### src/rtl/npu_pkg.sv
// Shared NPU types: fp16 storage word, dot-sequencer FSM states and multiplier
// issue spacing.
package npu_pkg;

   typedef logic [15:0] fp16_t;

   typedef enum logic [2:0] {
      IDLE,
      FETCH,
      RDWAIT,
      ISSUE,
      MWAIT,
      EMIT,
      FIN
   } seq_state_t;

   // Minimum number of low cycles on mul_start between two multiplier operations.
   localparam int MUL_IDLE_GAP = 1;

endpackage

### src/rtl/fp16_dot_sequencer.sv
// Walks one neuron's input/weight vectors through a single fp16 multiplier and
// streams the products to the accumulator. Optional MWAIT watchdog: SEQ_TIMEOUT_EN.
module fp16_dot_sequencer
   import npu_pkg::*;
#(
   parameter int ADDR_W  = 10,
   parameter int MAX_LEN = 784
`ifdef SEQ_TIMEOUT_EN
   ,
   parameter int TIMEOUT_CYC = 64
`endif
) (
   input  logic              clk,
   input  logic              reset,
   input  logic              cmd_start,
   input  logic [ADDR_W-1:0] cmd_base,
   input  logic [ADDR_W-1:0] cmd_len,
   output logic              busy,
   output logic              done,
   output logic              rd_en,
   output logic [ADDR_W-1:0] rd_addr,
   input  fp16_t             rd_in_data,
   input  fp16_t             rd_wt_data,
   output fp16_t             mul_a,
   output fp16_t             mul_b,
   output logic              mul_start,
   input  logic              mul_valid,
   input  fp16_t             mul_result,
   output logic              prod_valid,
   input  logic              prod_ready,
   output fp16_t             prod_data,
   output logic              prod_last,
   output logic              err_timeout,
   output seq_state_t        state_dbg
);

   localparam logic [ADDR_W-1:0] MAX_LEN_W = ADDR_W'(MAX_LEN);
   localparam logic [ADDR_W-1:0] ONE       = ADDR_W'(1);

   seq_state_t        state_q, state_d;
   logic [ADDR_W-1:0] base_q, len_q, idx_q, len_clamp;
   logic              accept, is_last, wd_expire;

   // A new job is taken whenever busy is low, which includes the FIN cycle.
   assign len_clamp = (cmd_len > MAX_LEN_W) ? MAX_LEN_W : cmd_len;
   assign accept    = cmd_start && ((state_q == IDLE) || (state_q == FIN));
   assign is_last   = (idx_q == len_q - ONE);
   assign rd_addr   = base_q + idx_q;
   assign state_dbg = state_q;

   // prod_valid/prod_ready: a beat transfers on a clock edge where both are high;
   // once prod_valid rises, prod_data and prod_last stay frozen until that edge.
   always_comb begin
      state_d    = state_q;
      busy       = 1'b0;
      done       = 1'b0;
      rd_en      = 1'b0;
      mul_start  = 1'b0;
      prod_valid = 1'b0;
      prod_last  = 1'b0;
      case (state_q)
         IDLE, FIN: begin
            done = (state_q == FIN);
            if (accept) state_d = (len_clamp == '0) ? FIN : FETCH;
            else        state_d = IDLE;
         end
         FETCH: begin
            busy    = 1'b1;
            rd_en   = 1'b1;
            state_d = RDWAIT;
         end
         RDWAIT: begin
            busy    = 1'b1;
            state_d = ISSUE;
         end
         ISSUE: begin
            busy      = 1'b1;
            mul_start = 1'b1;
            state_d   = MWAIT;
         end
         MWAIT: begin
            busy      = 1'b1;
            mul_start = 1'b1;
            if (mul_valid)      state_d = EMIT;
            else if (wd_expire) state_d = FIN;
         end
         EMIT: begin
            busy       = 1'b1;
            prod_valid = 1'b1;
            prod_last  = is_last;
            if (prod_ready) state_d = is_last ? FIN : FETCH;
         end
         default: state_d = IDLE;
      endcase
   end

   always_ff @(posedge clk) begin
      if (reset) begin
         state_q   <= IDLE;
         base_q    <= '0;
         len_q     <= '0;
         idx_q     <= '0;
         mul_a     <= '0;
         mul_b     <= '0;
         prod_data <= '0;
      end else begin
         state_q <= state_d;
         if (accept) begin
            base_q <= cmd_base;
            len_q  <= len_clamp;
            idx_q  <= '0;
         end
         if (state_q == RDWAIT) begin
            mul_a <= rd_in_data;
            mul_b <= rd_wt_data;
         end
         if ((state_q == MWAIT) && mul_valid) prod_data <= mul_result;
         if ((state_q == EMIT) && prod_ready && !is_last) idx_q <= idx_q + ONE;
      end
   end

`ifdef SEQ_TIMEOUT_EN
   localparam int WD_W = $clog2(TIMEOUT_CYC + 1);

   logic [WD_W-1:0] wd_cnt_q;
   logic            err_q;

   // Expires on the TIMEOUT_CYC-th MWAIT cycle that still has no result.
   assign wd_expire   = (state_q == MWAIT) && !mul_valid &&
                        (wd_cnt_q == WD_W'(TIMEOUT_CYC - 1));
   assign err_timeout = err_q;

   always_ff @(posedge clk) begin
      if (reset) begin
         wd_cnt_q <= '0;
         err_q    <= 1'b0;
      end else begin
         wd_cnt_q <= (state_q == MWAIT) ? wd_cnt_q + 1'b1 : '0;
         if (accept)         err_q <= 1'b0;
         else if (wd_expire) err_q <= 1'b1;
      end
   end
`else
   assign wd_expire   = 1'b0;
   assign err_timeout = 1'b0;
`endif

endmodule

### config.mk
export PLATFORM = sky130hd
export DESIGN_NAME = fp16_dot_sequencer
export DESIGN_NICKNAME = d
export VERILOG_FILES = /design/src/rtl/npu_pkg.sv /design/src/rtl/fp16_dot_sequencer.sv
export SDC_FILE = /design/constraint.sdc
export NUM_CORES = 1
export LEC_CHECK = 0
export ABC_AREA = 1
export CORE_MARGIN = 2
export CORE_UTILIZATION = 40
export DETAILED_ROUTE_END_ITERATION = 6
export GPL_TIMING_DRIVEN = 0
export HOLD_SLACK_MARGIN = 0.05
export PLACE_DENSITY_LB_ADDON = 0.3
export SYNTH_ARGS = -nofsm -noshare
export SYNTH_HDL_FRONTEND = slang
export SYNTH_SLANG_ARGS = --single-unit
### constraint.sdc
create_clock -name clk -period 2.8 [get_ports clk]
set_input_delay 0.56 -clock clk [delete_from_list [all_inputs] [get_ports clk]]
set_output_delay 0.56 -clock clk [all_outputs]
set_load 0.005 [all_outputs]
==> results of run 1 <==
[cell families (layout without fill, tap and decap cells)]
| kind of cell | after synthesis | count (layout) | share of synthesized area |
|---|---|---|---|
| AOI/OAI and AO/OA | 143 | 143 | 0.1837 |
| adders and majority gates | 12 | 12 | 0.03751 |
| buffers and inverters | 115 | 283 | 0.1093 |
| xor gates and xnor gates | 15 | 15 | 0.03126 |
| and+or+nand+nor | 220 | 220 | 0.2516 |
| other | 1 | 1 | 0.0008923 |
| DFF | 81 | 81 | 0.3858 |
[layout by cell type, fill, tap and decap left out, types with 3 or more instances in the layout]
cell / netlist / routed
clkdlybuf4s50_1: 0 / 131
nand2_1: 108 / 107
inv_1: 84 / 81
a21oi_1: 79 / 76
dfxtp_1: 81 / 71
nand3_1: 46 / 44
o21ai_0: 45 / 42
nor2_1: 24 / 20
clkbuf_1: 17 / 17
buf_4: 1 / 16
nand3_2: 9 / 11
a21oi_2: 8 / 11
clkbuf_8: 0 / 11
nor2_2: 5 / 9
xor2_1: 9 / 9
buf_2: 7 / 8
dfxtp_2: 0 / 8
nand4_1: 6 / 6
xnor2_1: 6 / 6
a211oi_1: 6 / 6
ha_1: 11 / 6
inv_2: 3 / 5
nand4_2: 5 / 5
ha_4: 0 / 5
nor3_1: 6 / 4
dlygate4sd2_1: 0 / 3
[stage by stage]
| step | std cells | hold slack (ns) |
|---|---|---|
| after floorplan | 587 | 0.4402 |
| after global placement | 860 | 0.4313 |
| after detailed placement | 860 | 0.4390 |
| after CTS | 886 | 0.4491 |
| after global routing | 891 | 0.4668 |
| final | 891 | 0.4488 |
[power breakdown]
group          switching (mW)  internal [mW]
combinational           0.888          0.805
sequential              0.162           1.37
clock                   0.437          0.557
total                    1.49           2.73
[state kept, by name, indices dropped and copies added (netlist names)]
register	flops
base_q	10
idx_q	10
len_q	10
mul_a	16
mul_b	16
prod_data	16
state_dbg	3
[final timing paths]
check,endpoint,slack (ns),depth (start not counted),from
max reg2reg,state_dbg[1]$_SDFFE_PP0P_,0.28,20,len_q[0]$_SDFFE_PP0P_
min reg2reg,mul_b[2]$_SDFFE_PP0P_,0.45,2,mul_b[2]$_SDFFE_PP0P_
max,rd_addr[8],-0.002,11,idx_q[0]$_SDFFE_PP0P_
min,mul_b[2]$_SDFFE_PP0P_,0.45,2,mul_b[2]$_SDFFE_PP0P_
[cell type report]
class | count | area share
Timing Repair Buffer | 152 | 0.2372
Sequential cell | 81 | 0.2627
Clock buffer | 11 | 0.02426
Clock inverter | 5 | 0.01384
Multi-Input combinational cell | 391 | 0.3607
Tap cell | 136 | 0.02727
Buffer | 28 | 0.02126
Inverter | 87 | 0.05274
[timing repair]
action	CTS	global route
endpoints found under the setup margin	8	8
pin swaps	7	15
resized for setup	34	18
setup buffers	10	7
[Yosys cell counts, types with 2 or more instances]
| master | count |
|---|---|
| nand2_1 | 108 |
| and3_1 | 2 |
| dfxtp_1 | 81 |
| nor2_2 | 5 |
| nand4_2 | 5 |
| o21ai_0 | 45 |
| xor2_1 | 9 |
| nand3_1 | 46 |
| a21oi_2 | 8 |
| a211oi_1 | 6 |
| nor3_1 | 6 |
| inv_2 | 3 |
| nand4_1 | 6 |
| nand3_2 | 9 |
| or2_2 | 2 |
| ha_1 | 11 |
| xnor2_1 | 6 |
| buf_6 | 2 |
| clkbuf_1 | 17 |
| nor2_1 | 24 |
| buf_2 | 7 |
| inv_1 | 84 |
| nor4_1 | 2 |
| a21oi_1 | 79 |
[routing by layer]
metal | vias to the layer above | share of wire
met3 | 14 | 0.066
li1 | 2252 | -
met4 | 0 | 0.013
met1 | 2074 | 0.41
met5 | - | 0
met2 | 122 | 0.51
[worst register-to-register path, cell delays in order (launching register included)]
cell	delay (ns)
dfxtp_2	0.35
inv_4	0.05
ha_4	0.26
inv_1	0.03
nand2_1	0.05
nand2_1	0.06
nor2_2	0.12
nand3_2	0.11
nor3_4	0.13
nand4_1	0.12
buf_4	0.16
buf_4	0.12
buf_4	0.12
buf_4	0.12
buf_4	0.12
buf_4	0.12
buf_4	0.12
buf_4	0.14
nand3_2	0.05
nand2_1	0.05
nor2_1	0.08
==> results.cfg, run 1 <==
[floorplanning]
chipWidth_um = 106.5
dieArea_um2 = 11340
num_rows = 37
io_pins = 141
die_h_um = 106.5
start_util = 0.4089
core_area_um2 = 10280

[yosys]
synth_top_cell_by_area = dfxtp_1
synth_fp_nets = 672
yosys_warnings = 0
yosysTopAreaCellShare = 0.3858
synth_edf_count = 0
netlist_area_um2 = 4203
synthFlopType = dfxtp_1
ys_seq_area_frac = 0.3858
synthTopCellsByArea = dfxtp_1 39%, nand2_1 9.6%, a21oi_1 9.4%
synth_cell_types = 38
synthArstFlopShare = 0
avgSynthCellArea_um2 = 7.160
ys_ff_latch = 81
synthCells = 587

[global_routing]
antenna_found_initial = 0
grt_use_met2 = 0.3796
gr-usage-all-layers = 0.2169
grt_pass1_vias = 4275
use_met3 = 0.05947
grt_overflow = 0
top_usage_layer = met2
grt_first_pass_wirelength_um = 19760
use_met1 = 0.2548
grt_max_degree = 15

[sta]
fin_crit_sh = 1.001
max_freq_ghz = 0.3569
maxSlewViolCount = 0
postLayoutSetupSlackWorst_ns = -0.002146
max_slew_margin = 0.5238
period_needed_ns = 2.802
rsz0062_at_grt = true
skew_ns = 0.01618
setup_violations = 1
tightest_slew_ns = 0.7144
finalHoldViolCount = 0
fin_setup_tns_ns = -0.002146

[final_layout]
fill_cells = 934
drive_gt1_frac = 0.1457
postLayoutCellArea_um2 = 6240
final-seq-area_um2 = 1639
multi_input_area_um2 = 2251
diodes = 0
fin_util = 0.6071
layout.nets = 835
area_delta_synth_final_pct = 48.47

[cts]
clock_latency_ns = 0.35
cts_sinks = 81
cts_inserted_buffers = 9
cts_tree = built
cts-root-buf = clkbuf_8
cts_hold_buf = 0
htreeDepth = 3
cts.path.max_buffers = 2
cts.clk_slew.worst_paths_ns = 0.08

[placement]
hpwl_um = 9481
place_congestion = 0.9248
place_ws_ns = -0.3898
port_buffers = 137
post_dp_cell_area_um2 = 5744

[pwr]
peakVddDrop_uv = 354.8
power_density_nw_per_um2 = 676.7
total_power_mw = 4.223
leakagePower_nw = 2.430

[setup_path]
arrival_ns = 2.24
critical_path.top_delay_family = adder cells
crit_type = reg -> out
critPathRequiredTime_ns = 2.24
cp.buffers_inverters = 2
critPathMaxFanout = 5
endpoint_kind = output port
slowest_stage = fa_2
cp-start-kind = register
crit_chain = ha_4 > inv_2 > fa_2 > o21ai_2 > nand2_1 > nand2_2 > a21oi_2 > o21bai_1 > a21oi_1 > xor2_1 > buf_2
critical_path.max_stage_delay_ns = 0.41

[route]
wl_um = 12360
viasPerCell = 5.008
ant_nets = 0
vias = 4462
drt_pass1_iterations = 4
initialDrtViolationCount = 258
wl_per_cell_um = 13.87
drc = 0

[outcome]
status = finished, violations left
violations = negative setup slack

[min_path]
hp-class = reg -> reg

[flow_run]
max-cap-violations = 0
(Power assumes the default switching activity.)
==> run 2, diff against run 1 <==
Settings changed: CAP_MARGIN set to 20.
==> results of run 2 <==
The final DEF is identical to that of run 1; final timing and power are the same.
==> run 3, diff against run 2 <==
Settings changed: TNS_END_PERCENT set to 10.
==> run 3 against run 2 <==
The flow still finishes with violations (negative setup slack). Setup slack worse by 0.12 ns. Sequential share of layout area is 0.52 points higher. Non-clock buffer count is 13 lower. Register-to-register slack better by 0.53 ns. Design area is 2.2% lower. First-iteration DRC count is 0.78% lower. Power is 0.95% lower. Combinational power is 2% lower. Largest cell class unchanged.
==> results.cfg, run 3 (synthesized netlist as in run 1, its figures left out) <==
[setup_path]
crit_type = reg -> out
critPathRequiredTime_ns = 2.24
arrival_ns = 2.36
cp-start-kind = register
critical_path.max_stage_delay_ns = 0.39
critical_path.top_delay_family = adder cells
crit_start = idx_q[0]$_SDFFE_PP0P_
crit_chain = ha_4 > inv_1 > fa_2 > o21ai_2 > nand2_1 > nand2_1 > a21oi_1 > o21bai_1 > a21oi_1 > xor2_1 > dlygate4sd2_1
r2r-start = len_q[0]$_SDFFE_PP0P_
critPathMaxFanout = 6
endpoint_kind = output port
slowest_stage = dfxtp_4
cp.buffers_inverters = 2

[floorplanning]
dieArea_um2 = 11340
die_h_um = 106.5
chipWidth_um = 106.5
core_area_um2 = 10280
io_pins = 141
start_util = 0.4089
num_rows = 37

[global_routing]
use_met3 = 0.05947
use_met1 = 0.2540
grt_pass1_vias = 4212
top_usage_layer = met2
antenna_found_initial = 0
grt_max_degree = 15
grt_first_pass_wirelength_um = 19500
gr-usage-all-layers = 0.2141
grt_overflow = 0
grt_use_met2 = 0.3709

[sta]
finalHoldViolCount = 0
setup_violations = 2
rsz0062_at_grt = true
maxSlewViolCount = 0
max_slew_margin = 0.5204
fin_crit_sh = 1.044
postLayoutSetupSlackWorst_ns = -0.1234
fin_setup_tns_ns = -0.1843
holdWs_ns = 0.4497
max_freq_ghz = 0.3421
tightest_slew_ns = 0.7194
skew_ns = 0.01518
period_needed_ns = 2.923

[cts]
cts.path.max_buffers = 2
cts_inserted_buffers = 9
clock_latency_ns = 0.36
htreeDepth = 3
cts.clk_slew.worst_paths_ns = 0.08
cts_hold_buf = 0
cts_tree = built
cts_sinks = 81
cts-root-buf = clkbuf_8

[outcome]
status = finished, violations left
violations = negative setup slack

[final_layout]
layout.nets = 822
fin_util = 0.5936
reg_top3 = mul_a (16), mul_b (16), prod_data (16)
final_common_cell = clkdlybuf4s50_1
final_cell_mix = 133 x clkdlybuf4s50_1, 108 x nand2_1, 83 x inv_1
diodes = 0
area_delta_synth_final_pct = 45.16
stdcell_count = 878
drive_gt1_frac = 0.1132

[route]
drc = 0
vias = 4384
ant_nets = 0
initialDrtViolationCount = 256
wl_per_cell_um = 13.88
wl_um = 12180
drt_pass1_iterations = 5
viasPerCell = 4.993

[placement]
dp.cells = 860
place_congestion = 0.9248
place_ws_ns = -0.3898
hpwl_um = 9481
port_buffers = 137

[pwr]
power_density_nw_per_um2 = 685.6
leakagePower_nw = 2.344
peakVddDrop_uv = 354.4

[min_path]
min-delay-start = mul_b[2]$_SDFFE_PP0P_
hp-class = reg -> reg

[flow_run]
max-cap-violations = 0
## run 3: changes by cell type in the layout (fill, tap and decap cells not counted), moves of 2 or more
cell,delta
buf_4,-13
nor2_1,+3
inv_1,+2
clkdlybuf4s50_1,+2
dfxtp_1,+2
nor2_2,-3
a21oi_1,+3
a21oi_2,-3
## run 3: worst reg2reg max path, delay by kind of cell, from the launching register on
family | cells | cell delay (ns)
and+or+nand+nor | 9 | 0.87
buffers and inverters | 4 | 0.39
DFF | 1 | 0.34
adders and majority gates | 1 | 0.33
## run 3: repair_timing
| action | CTS | global route |
|---|---|---|
| setup buffers | 1 | 1 |
| pin swaps | 3 | 3 |
| resized for setup | 20 | 12 |
| setup endpoints to repair | 8 | 7 |
## run 3: worst paths after layout
| check | cells past startpoint | to | slack (ns) |
|---|---|---|---|
| worst min register to register | 2 | mul_b[2]$_SDFFE_PP0P_ | 0.45 |
| worst min-delay path | 2 | mul_b[2]$_SDFFE_PP0P_ | 0.45 |
| worst max register to register | 14 | state_dbg[1]$_SDFFE_PP0P_ | 0.81 |
| worst max-delay path | 11 | rd_addr[8] | -0.12 |
## run 3: final cells by class
| cell class | count | area (um2) |
|---|---|---|
| Inverter | 87 | 326.6 |
| Fill cell | 965 | 4177 |
| Buffer | 28 | 132.6 |
| Clock buffer | 11 | 151.4 |
| Sequential cell | 81 | 1634 |
| Multi-Input combinational cell | 391 | 2215 |
| Timing Repair Buffer | 139 | 1385 |
| Tap cell | 136 | 170.2 |
| Clock inverter | 5 | 86.33 |
## run 3: layer usage
metal / vias to the layer above / share of wire
li1: 2217 / -
met1: 2034 / 0.42
met2: 114 / 0.50
met3: 19 / 0.069
met4: 0 / 0.015
met5: - / 0
## run 3: power by group
part | internal [mW] | switching, mW | total [mW] | leakage (nW)
Clock | 0.557 | 0.444 | 1.00 | 0.120
Sequential | 1.37 | 0.157 | 1.53 | 0.665
Combinational | 0.778 | 0.874 | 1.65 | 1.56
## run 3: stage by stage
| step | total power, mW | instance area [um2] |
|---|---|---|
| CTS | 4.172 | 6061 |
| floorplan | 2.421 | 4203 |
| finish | 4.183 | 6101 |
| detailed placement | 3.165 | 5744 |
| global route | 4.468 | 6101 |
| global placement | 3.124 | 5744 |
